--- src/rtl/sram_data_port.sv ---
// MEM-stage data port: runs byte/halfword/word loads and stores against a 16-bit async SRAM
// as one or two halfword phases and returns formatted load data with a one-cycle ready pulse.
module sram_data_port #(
    parameter int unsigned ACCESS_CYCLES = 2,
    parameter int unsigned WIDTH         = 32
) (
    input  logic             CLK,
    input  logic             RST,
    input  logic [WIDTH-1:0] addr,
    input  logic [WIDTH-1:0] mem_in,
    input  logic [2:0]       MemLen,
    input  logic             MemRead,
    input  logic             MemWrite,
    output logic [WIDTH-1:0] mem_out,
    output logic             ready,
    output logic             err,
    output logic             busy,
    output logic [19:0]      sram_addr,
    output logic [15:0]      sram_dq_out,
    input  logic [15:0]      sram_dq_in,
    output logic             sram_dq_oe,
    output logic             sram_ce_n,
    output logic             sram_oe_n,
    output logic             sram_we_n,
    output logic             sram_ub_n,
    output logic             sram_lb_n
);

    localparam int unsigned CntW = $clog2(ACCESS_CYCLES);
    localparam logic [CntW-1:0] CntLast = CntW'(ACCESS_CYCLES - 1);

    typedef enum logic [1:0] {StIdle, StLo, StHi, StDone} state_e;

    state_e            state_q, state_d;
    logic [CntW-1:0]   cnt_q, cnt_d;
    logic [20:0]       addr_q, addr_d;
    logic [2:0]        len_q, len_d;
    logic              wr_q, wr_d;
    logic [31:0]       data_q, data_d;
    logic [15:0]       lo_q, lo_d;
    logic              reject;

    logic [WIDTH-1:0]  mem_out_q, mem_out_d;
    logic              ready_q, ready_d;
    logic              err_q, err_d;
    logic              busy_q, busy_d;
    logic [19:0]       sram_addr_q, sram_addr_d;
    logic [15:0]       dq_out_q, dq_out_d;
    logic              dq_oe_q, dq_oe_d;
    logic              ce_n_q, ce_n_d;
    logic              oe_n_q, oe_n_d;
    logic              we_n_q, we_n_d;
    logic              ub_n_q, ub_n_d;
    logic              lb_n_q, lb_n_d;

    logic              len_ok_rd, len_ok_wr, misaligned, bad_req, phase_last;
    logic [7:0]        byte_sel;
    logic [WIDTH-1:0]  load_fmt;

    always_comb begin
        len_ok_rd  = MemLen inside {3'b000, 3'b001, 3'b010, 3'b100, 3'b101};
        len_ok_wr  = MemLen inside {3'b000, 3'b001, 3'b010};
        misaligned = ((MemLen[1:0] == 2'b01) && addr[0]) ||
                     ((MemLen[1:0] == 2'b10) && (addr[1:0] != 2'b00));
        bad_req    = (MemRead && MemWrite) || (MemWrite ? !len_ok_wr : !len_ok_rd) || misaligned;
        phase_last = (cnt_q == CntLast);
    end

    // State register
    always_ff @(posedge CLK) begin
        if (RST) begin
            state_q <= StIdle;
            cnt_q   <= '0;
            addr_q  <= '0;
            len_q   <= '0;
            wr_q    <= 1'b0;
            data_q  <= '0;
            lo_q    <= '0;
        end else begin
            state_q <= state_d;
            cnt_q   <= cnt_d;
            addr_q  <= addr_d;
            len_q   <= len_d;
            wr_q    <= wr_d;
            data_q  <= data_d;
            lo_q    <= lo_d;
        end
    end

    // Next-state logic
    always_comb begin
        state_d = state_q;
        cnt_d   = cnt_q;
        addr_d  = addr_q;
        len_d   = len_q;
        wr_d    = wr_q;
        data_d  = data_q;
        lo_d    = lo_q;
        reject  = 1'b0;
        unique case (state_q)
            StIdle: begin
                if (MemRead || MemWrite) begin
                    if (bad_req) begin
                        state_d = StDone;
                        reject  = 1'b1;
                    end else begin
                        state_d = StLo;
                        cnt_d   = '0;
                        addr_d  = addr[20:0];
                        len_d   = MemLen;
                        wr_d    = MemWrite;
                        data_d  = mem_in[31:0];
                    end
                end
            end
            StLo: begin
                if (phase_last) begin
                    lo_d    = sram_dq_in;
                    cnt_d   = '0;
                    state_d = (len_q[1:0] == 2'b10) ? StHi : StDone;
                end else begin
                    cnt_d = cnt_q + 1'b1;
                end
            end
            StHi: begin
                if (phase_last) begin
                    cnt_d   = '0;
                    state_d = StDone;
                end else begin
                    cnt_d = cnt_q + 1'b1;
                end
            end
            StDone:  state_d = StIdle;
            default: state_d = StIdle;
        endcase
    end

    // Outputs are decoded from the next state so every pin comes straight from a flop.
    always_comb begin
        ce_n_d      = 1'b1;
        oe_n_d      = 1'b1;
        we_n_d      = 1'b1;
        ub_n_d      = 1'b1;
        lb_n_d      = 1'b1;
        dq_oe_d     = 1'b0;
        sram_addr_d = '0;
        dq_out_d    = '0;
        ready_d     = (state_d == StDone);
        err_d       = reject;
        busy_d      = (state_d != StIdle);

        byte_sel = addr_q[0] ? sram_dq_in[15:8] : sram_dq_in[7:0];
        load_fmt = '0;
        case (len_q)
            3'b000:  load_fmt = {{(WIDTH-8){byte_sel[7]}}, byte_sel};
            3'b100:  load_fmt = {{(WIDTH-8){1'b0}}, byte_sel};
            3'b001:  load_fmt = {{(WIDTH-16){sram_dq_in[15]}}, sram_dq_in};
            3'b101:  load_fmt = {{(WIDTH-16){1'b0}}, sram_dq_in};
            default: load_fmt[31:0] = {sram_dq_in, lo_q};
        endcase

        mem_out_d = mem_out_q;
        if (reject && MemRead) begin
            mem_out_d = '0;
        end else if (state_d == StDone && state_q != StIdle && !wr_q) begin
            mem_out_d = load_fmt;
        end

        if (state_d == StLo || state_d == StHi) begin
            ce_n_d      = 1'b0;
            ub_n_d      = 1'b0;
            lb_n_d      = 1'b0;
            sram_addr_d = (state_d == StHi) ? addr_d[20:1] + 20'd1 : addr_d[20:1];
            if (wr_d) begin
                dq_oe_d = 1'b1;
                // Release we_n on the last cycle so data and address stay valid past the edge.
                we_n_d  = (cnt_d == CntLast);
                case (len_d[1:0])
                    2'b00: begin
                        dq_out_d = {data_d[7:0], data_d[7:0]};
                        ub_n_d   = ~addr_d[0];
                        lb_n_d   = addr_d[0];
                    end
                    2'b01:   dq_out_d = data_d[15:0];
                    default: dq_out_d = (state_d == StHi) ? data_d[31:16] : data_d[15:0];
                endcase
            end else begin
                oe_n_d = 1'b0;
            end
        end
    end

    always_ff @(posedge CLK) begin
        if (RST) begin
            mem_out_q   <= '0;
            ready_q     <= 1'b0;
            err_q       <= 1'b0;
            busy_q      <= 1'b0;
            sram_addr_q <= '0;
            dq_out_q    <= '0;
            dq_oe_q     <= 1'b0;
            ce_n_q      <= 1'b1;
            oe_n_q      <= 1'b1;
            we_n_q      <= 1'b1;
            ub_n_q      <= 1'b1;
            lb_n_q      <= 1'b1;
        end else begin
            mem_out_q   <= mem_out_d;
            ready_q     <= ready_d;
            err_q       <= err_d;
            busy_q      <= busy_d;
            sram_addr_q <= sram_addr_d;
            dq_out_q    <= dq_out_d;
            dq_oe_q     <= dq_oe_d;
            ce_n_q      <= ce_n_d;
            oe_n_q      <= oe_n_d;
            we_n_q      <= we_n_d;
            ub_n_q      <= ub_n_d;
            lb_n_q      <= lb_n_d;
        end
    end

    assign mem_out     = mem_out_q;
    assign ready       = ready_q;
    assign err         = err_q;
    assign busy        = busy_q;
    assign sram_addr   = sram_addr_q;
    assign sram_dq_out = dq_out_q;
    assign sram_dq_oe  = dq_oe_q;
    assign sram_ce_n   = ce_n_q;
    assign sram_oe_n   = oe_n_q;
    assign sram_we_n   = we_n_q;
    assign sram_ub_n   = ub_n_q;
    assign sram_lb_n   = lb_n_q;

endmodule

--- config.mk ---
export PLATFORM = sky130hd
export DESIGN_NAME = sram_data_port
export DESIGN_NICKNAME = d
export VERILOG_FILES = /design/src/rtl/sram_data_port.sv
export SDC_FILE = /design/constraint.sdc
export NUM_CORES = 1
export LEC_CHECK = 0
export ABC_AREA = 1
export CAP_MARGIN = 15
export CORE_MARGIN = 2
export CORE_UTILIZATION = 32
export CTS_CLUSTER_SIZE = 30
export DETAILED_ROUTE_END_ITERATION = 12
export MAX_ROUTING_LAYER = met4
export PLACE_DENSITY = 0.58
export SLEW_MARGIN = 20
export SYNTH_ARGS = -nofsm -noshare
export SYNTH_HDL_FRONTEND = slang
export SYNTH_SLANG_ARGS = --single-unit
--- constraint.sdc ---
create_clock -name CLK -period 3.52 [get_ports CLK]
set_input_delay 0.704 -clock CLK [delete_from_list [all_inputs] [get_ports CLK]]
set_output_delay 0.704 -clock CLK [all_outputs]
set_load 0.03 [all_outputs]
## Word-level counts from Yosys, hierarchy flattened

Index checks and enable logic that the tools add are counted.

- Register bits: 153
- Bits of input ports: 87
- Output and inout port bits: 77
- Word-level logic and storage cells: 109

- $add $sub $neg: 2
- Equality and inequality tests: 17
- Multiplexer cells: 37
- Bitwise logic cells: 4
- Reductions and logical operators: 29

Operators by type and width:

| operator | number |
|---|---|
| 32-bit case mux with 4 select lines | 1 |
| 32-bit two-way mux | 3 |
| 21-bit two-way mux | 3 |
| 16-bit case mux with 2 select lines | 1 |
| 20-bit by 1-bit adder with 20-bit output, second input constant | 1 |
| 20-bit two-way mux | 1 |
| 1-bit two-way mux | 17 |
| 16-bit two-way mux | 1 |
| 2-bit two-way mux | 7 |
| 2-bit == test, second input constant | 6 |
| 3-bit == test, second input constant | 4 |
| 2-bit by 1-bit == test with 1-bit output, second input constant | 4 |
| 8-bit two-way mux | 1 |
| 2-bit case mux with 4 select lines | 1 |
| 3-bit by 1-bit == test with 1-bit output, second input constant | 2 |
| 1-bit logical AND | 6 |
| 3-bit logical NOT | 2 |
| 2-bit nonzero test | 3 |
| 2-bit OR reduction | 3 |
| 1-bit logical OR | 5 |
| 5-bit nonzero test | 1 |
| 2-bit logical NOT | 2 |
| 1-bit inverter | 4 |
| 3-bit by 2-bit == test with 1-bit output, second input constant | 1 |
| 7 further kinds | 9 |

## Depth between registers and ports, before layout

- Depth in word-level cells: 13
- Gate-level depth with buffers: 17
- Depth with buffers taken out: 16

## Worst setup path before layout

No wires, ideal clock.

- Kind: in2reg
- Start: input MemLen[2]
- End: register mem_out_q[10], in the netlist mem_out[10]
- Library setup time: 0.129 ns
- Data arrival time: 2.612 ns
- Required time: 3.391 ns
- Path slack: 0.779 ns
- Cell stages on the path: 13
- Buffers on the path: 1
- Path through: inv_1 -> a21oi_1 -> nor2_2 -> nor2_1 -> inv_1 -> o21ai_0 -> ha_1 -> inv_1 -> nor3_2 -> clkinv_1 -> clkbuf_1 -> a2111oi_0 -> nor2_1

- Cells in the longest elaborated chain, start to end: 12
- Elaborated cells between the ends (all ways): 23
- Classes of those cells: eq/ne: 5; mux: 7; reduce/logical: 11

RTL lines:

| what | RTL line | source |
|---|---|---|
| start: declaration | 11 | `input logic [2:0] MemLen,` |
| 3-bit by 1-bit == test with 1-bit output, or another cell as far along | 61, 62 |  |
| 5-bit nonzero test or 3-bit nonzero test (tied branches) | 61, 62 |  |
| 1-bit logical NOT | 65 | `bad_req = (MemRead && MemWrite) \|\| (MemWrite ? !len_ok_wr : !len_ok_rd) \|\| misaligned;` |
| 1-bit two-way mux (*) | 65 |  |
| 1-bit logical OR (*) (2 in series) | 65 |  |
| 2-bit two-way mux (*) | 103 | `if (bad_req) begin` |
| 2-bit two-way mux (*) | 102 | `if (MemRead \|\| MemWrite) begin` |
| 2-bit case mux with 4 select lines (*) | 100 | `unique case (state_q)` |
| net state_d[1] | 34 | `state_e state_q, state_d;` |
| 2-bit == test (*) | - |  |
| net ready_d | 44 | `logic ready_q, ready_d;` |
| 1-bit logical AND (*) (2 in series) | 165 | `end else if (state_d == StDone && state_q != StIdle && !wr_q) begin` |
| end signal: assignment | 208 | `mem_out_q <= mem_out_d;` |
| end: declaration | 43 | `logic [WIDTH-1:0] mem_out_q, mem_out_d;` |

The timed path passes the listed nets; every way through them passes the cells marked *.
A chain may end at the register's enable or synchronous reset.

## Worst setup path after layout

- Start: input MemLen[1]
- End: register mem_out_q[14], in the netlist mem_out[14]

- Cells in the longest elaborated chain, start to end: 12
- Elaborated cells between the ends (all ways): 28
- Classes of those cells: eq/ne: 7; mux: 7; reduce/logical: 14

RTL lines:

| what | RTL line |
|---|---|
| 3-bit by 1-bit == test with 1-bit output, or another cell as far along | 61, 62 |
| 5-bit nonzero test or 3-bit nonzero test (tied branches) | 61, 62 |
| 1-bit logical NOT | 65 |
| 1-bit two-way mux | 65 |
| 1-bit logical OR | 65 |
| 1-bit logical OR (*) | 65 |
| 2-bit two-way mux (*) | 103 |
| 2-bit two-way mux (*) | 102 |
| 2-bit case mux with 4 select lines (*) | 100 |
| net state_d[1] | 34 |
| 2-bit == test (*) | - |
| net ready_d | 44 |
| 1-bit logical AND (*) (2 in series) | 165 |

Marks and branches as above.

==> reports/metrics.cfg <==
[status]
status=complete, no violations

[finish]
antenna_cells=0
nNetsFinal=1195
drive_gt1_share_pct=11.60
area_growth_pct=34.20
layout_commonest_cell=nor2_1
nFillCells=2234
final_cell_mix=nor2_1 (170), dfxtp_1 (153), clkdlybuf4s50_1 (151)

[clocking]
clockRootBuffer=clkbuf_16
cts_setup_buffers=0
cts_tree=yes
insertion_delay_ps=420
cts_resized=0
cts_hold_buf=0
cts_buffers=17
cts.reportedPaths.clkPinSlew_ps=60
cts.sinks=153
htreeDepth=4
clock_path_buffers=2

[synthesis]
async_flop_share_pct=0
synth-seq-cells=153
ys.flop_type=dfxtp_1
syn-cell-area_um2=7112
syn_area_per_cell_um2=7.447
ys_top_cells_by_area=dfxtp_1 (43%), nor2_1 (9.0%), nand2_1 (7.4%)
synth_area_leader_cell=dfxtp_1
synth-edff-count=0
yosys.cell_types.count=45
synth_top_area_share_pct=43.07
yosys_warnings=0
netlist_instances=955
syn_nets=1051
yosysSeqAreaShare_pct=43.07

[grt]
grt_pass1_vias=5948
grt_pass1_wl_um=32210
gr-total-overflow=0
grt_usage_pct=17.68
antenna_found_initial=0
grt_max_degree=63

[route]
dr_wl_met2_um=8877
drc=0
first_pass_iters=5
viasPerCell=4.784
wl_met3_um=1050
dr.first_iter.drc_count=359
antenna_left=0
via_count=6659
highest_layer=met4
routed_wl_um=20310
routedLengthMet1_um=10190
wl_per_cell_um=14.59

[sta]
finClkSkew_ps=12.49
relSlewSlack_pct=50.95
setup_viol=0
fin_crit_ps=3036
setup_slack_ps=484.1
rsz0062_at_grt=no
timing.final.crit_share_pct=86.25
fmax_mhz=329.4
worst_pin_slew_ps=735.7
tns_ps=0
slew_viol_final=0
final-hold-violation-count=0

[power]
switching_power_w=0.002572
p_clk_share_pct=26.9
p_leak_nw=3.835
pwr-share-seq_pct=32.7
vdd_drop_max_mv=0.3586
switching_share_pct=38.82
p_int_w=0.004053
cellPowerDensity_nw_per_um2=694.2
pwr-share-comb_pct=40.5

[setup_path]
worstPathCellList=clkdlybuf4s50_1, inv_1, a21oi_1, nor2_2, nor2_1, inv_1, o21ai_0, ha_1, inv_1, nor3_4, clkinv_1, buf_12, a2111oi_0, nor2_1
crit_arrival_ps=3320
crit_type=primary input to flop
critPathBufInv=6
path_max_fanout=34
path_common_cell=inv_1
cp_slowest_cell=a2111oi_0
critPathMaxStageDelay_ps=540
worstSetupEndpointType=flop
cp.required_ps=3810
start_kind=primary input
path_delay_family=buffers and inverters

[floorplanning]
start_util_pct=32.59
core_um2=21820
die_area_um2=23430
ios=164
die_h_um=153.1
num_rows=54
die_w_um=153.1

[placed_design]
place_ws_ps=105.8
port_buffers=152
dp_hpwl_um=14260
gp_congestion=0.8534

[run]
max_cap_violations=0

[worst_hold_path]
hold_path.class=flop to flop

## cells in the mapped netlist (7+ instances only)
cell type,number
nand4_1,20
nand2_2,12
mux2i_1,8
nand3_1,22
inv_1,94
o21ai_0,67
buf_2,7
o21bai_1,23
nand2_1,140
a211oi_1,16
clkbuf_1,29
a2111oi_0,7
nor2_2,10
dfxtp_1,153
ha_1,9
inv_2,8
a21oi_1,60
o21ai_1,15
nor2_1,170
or2_2,14
## layout make-up
type / instances / area (µm²) / area share (%)
clock buffer: 19 / 452.9 / 4.746
clock inverter: 13 / 116.4 / 1.219
inverter: 104 / 390.4 / 4.090
multi-input combinational: 647 / 3412 / 35.75
sequential: 153 / 3063 / 32.09
tap: 280 / 350.3 / 3.671
timing repair buffer: 176 / 1759 / 18.43
## path summary, 6_finish.rpt
kind / from / end / slack, ps / cells past startpoint
min: lo_q[4]$_SDFFE_PP0P_ / lo_q[4]$_SDFFE_PP0P_ / 440 / 2
max reg2reg: len_q[1]$_SDFF_PP0_ / sram_addr[18]$_SDFF_PP0_ / 890 / 13
max: MemLen[1] / mem_out[14]$_SDFFE_PP0P_ / 480 / 14
min reg2reg: lo_q[4]$_SDFFE_PP0P_ / lo_q[4]$_SDFFE_PP0P_ / 440 / 2
## power by group through the flow
stage                     registers [W]  logic, W  clock network [W]
after CTS                       0.00217   0.00270            0.00183
after global routing            0.00220   0.00293            0.00190
after floorplan                 0.00253   0.00135                  0
after global placement          0.00220   0.00266                  0
after detailed placement        0.00220   0.00268                  0
final                           0.00217   0.00268            0.00178
## metal layers
layer | track usage, % | up-vias
met4 | 3.704 | 0
met1 | 25.15 | 3077
met5 | - | -
met3 | 4.168 | 15
li1 | - | 3386
met2 | 25.51 | 181
## state kept, by name, summed over array words and instances, names as in the netlist
signal / count
data_q: 32
mem_out: 32
addr_q: 21
sram_addr: 20
lo_q: 16
sram_dq_out: 16
len_q: 3
state_q: 2
busy: 1
cnt_q: 1
err: 1
ready: 1
sram_ce_n: 1
sram_dq_oe: 1
sram_lb_n: 1
sram_oe_n: 1
sram_ub_n: 1
sram_we_n: 1
wr_q: 1
## through the flow
step | cells | total power (W) | util (%) | cell area (µm²) | hold WS [ps]
global placement | 1360 | 0.004861 | 41.12 | 8975 | 431.6
CTS | 1392 | 0.006692 | 43.73 | 9544 | 449.3
global route | 1392 | 0.007029 | 43.73 | 9544 | 467.1
detailed placement | 1360 | 0.004882 | 41.12 | 8975 | 440.9
floorplan | 955 | 0.003884 | - | 7112 | 424.8
finish | 1392 | 0.006626 | 43.73 | 9544 | 444.8
## cells by family (layout without fill, tap and decap cells)
logic type,count (synthesis),after routing,share of synthesized area (%)
AOI/OAI and AO/OA,210,210,17.56
adders and majority gates,9,9,1.583
buffers and inverters,155,312,9.289
DFF,153,153,43.07
muxes,8,8,1.126
and+or+nand+nor,420,420,27.38
## tightest hold or removal path: stages, from the launching register on
cell     delay (ps)
dfxtp_1         290
inv_1            50
a21oi_1          50
(Power assumes the default switching activity.)
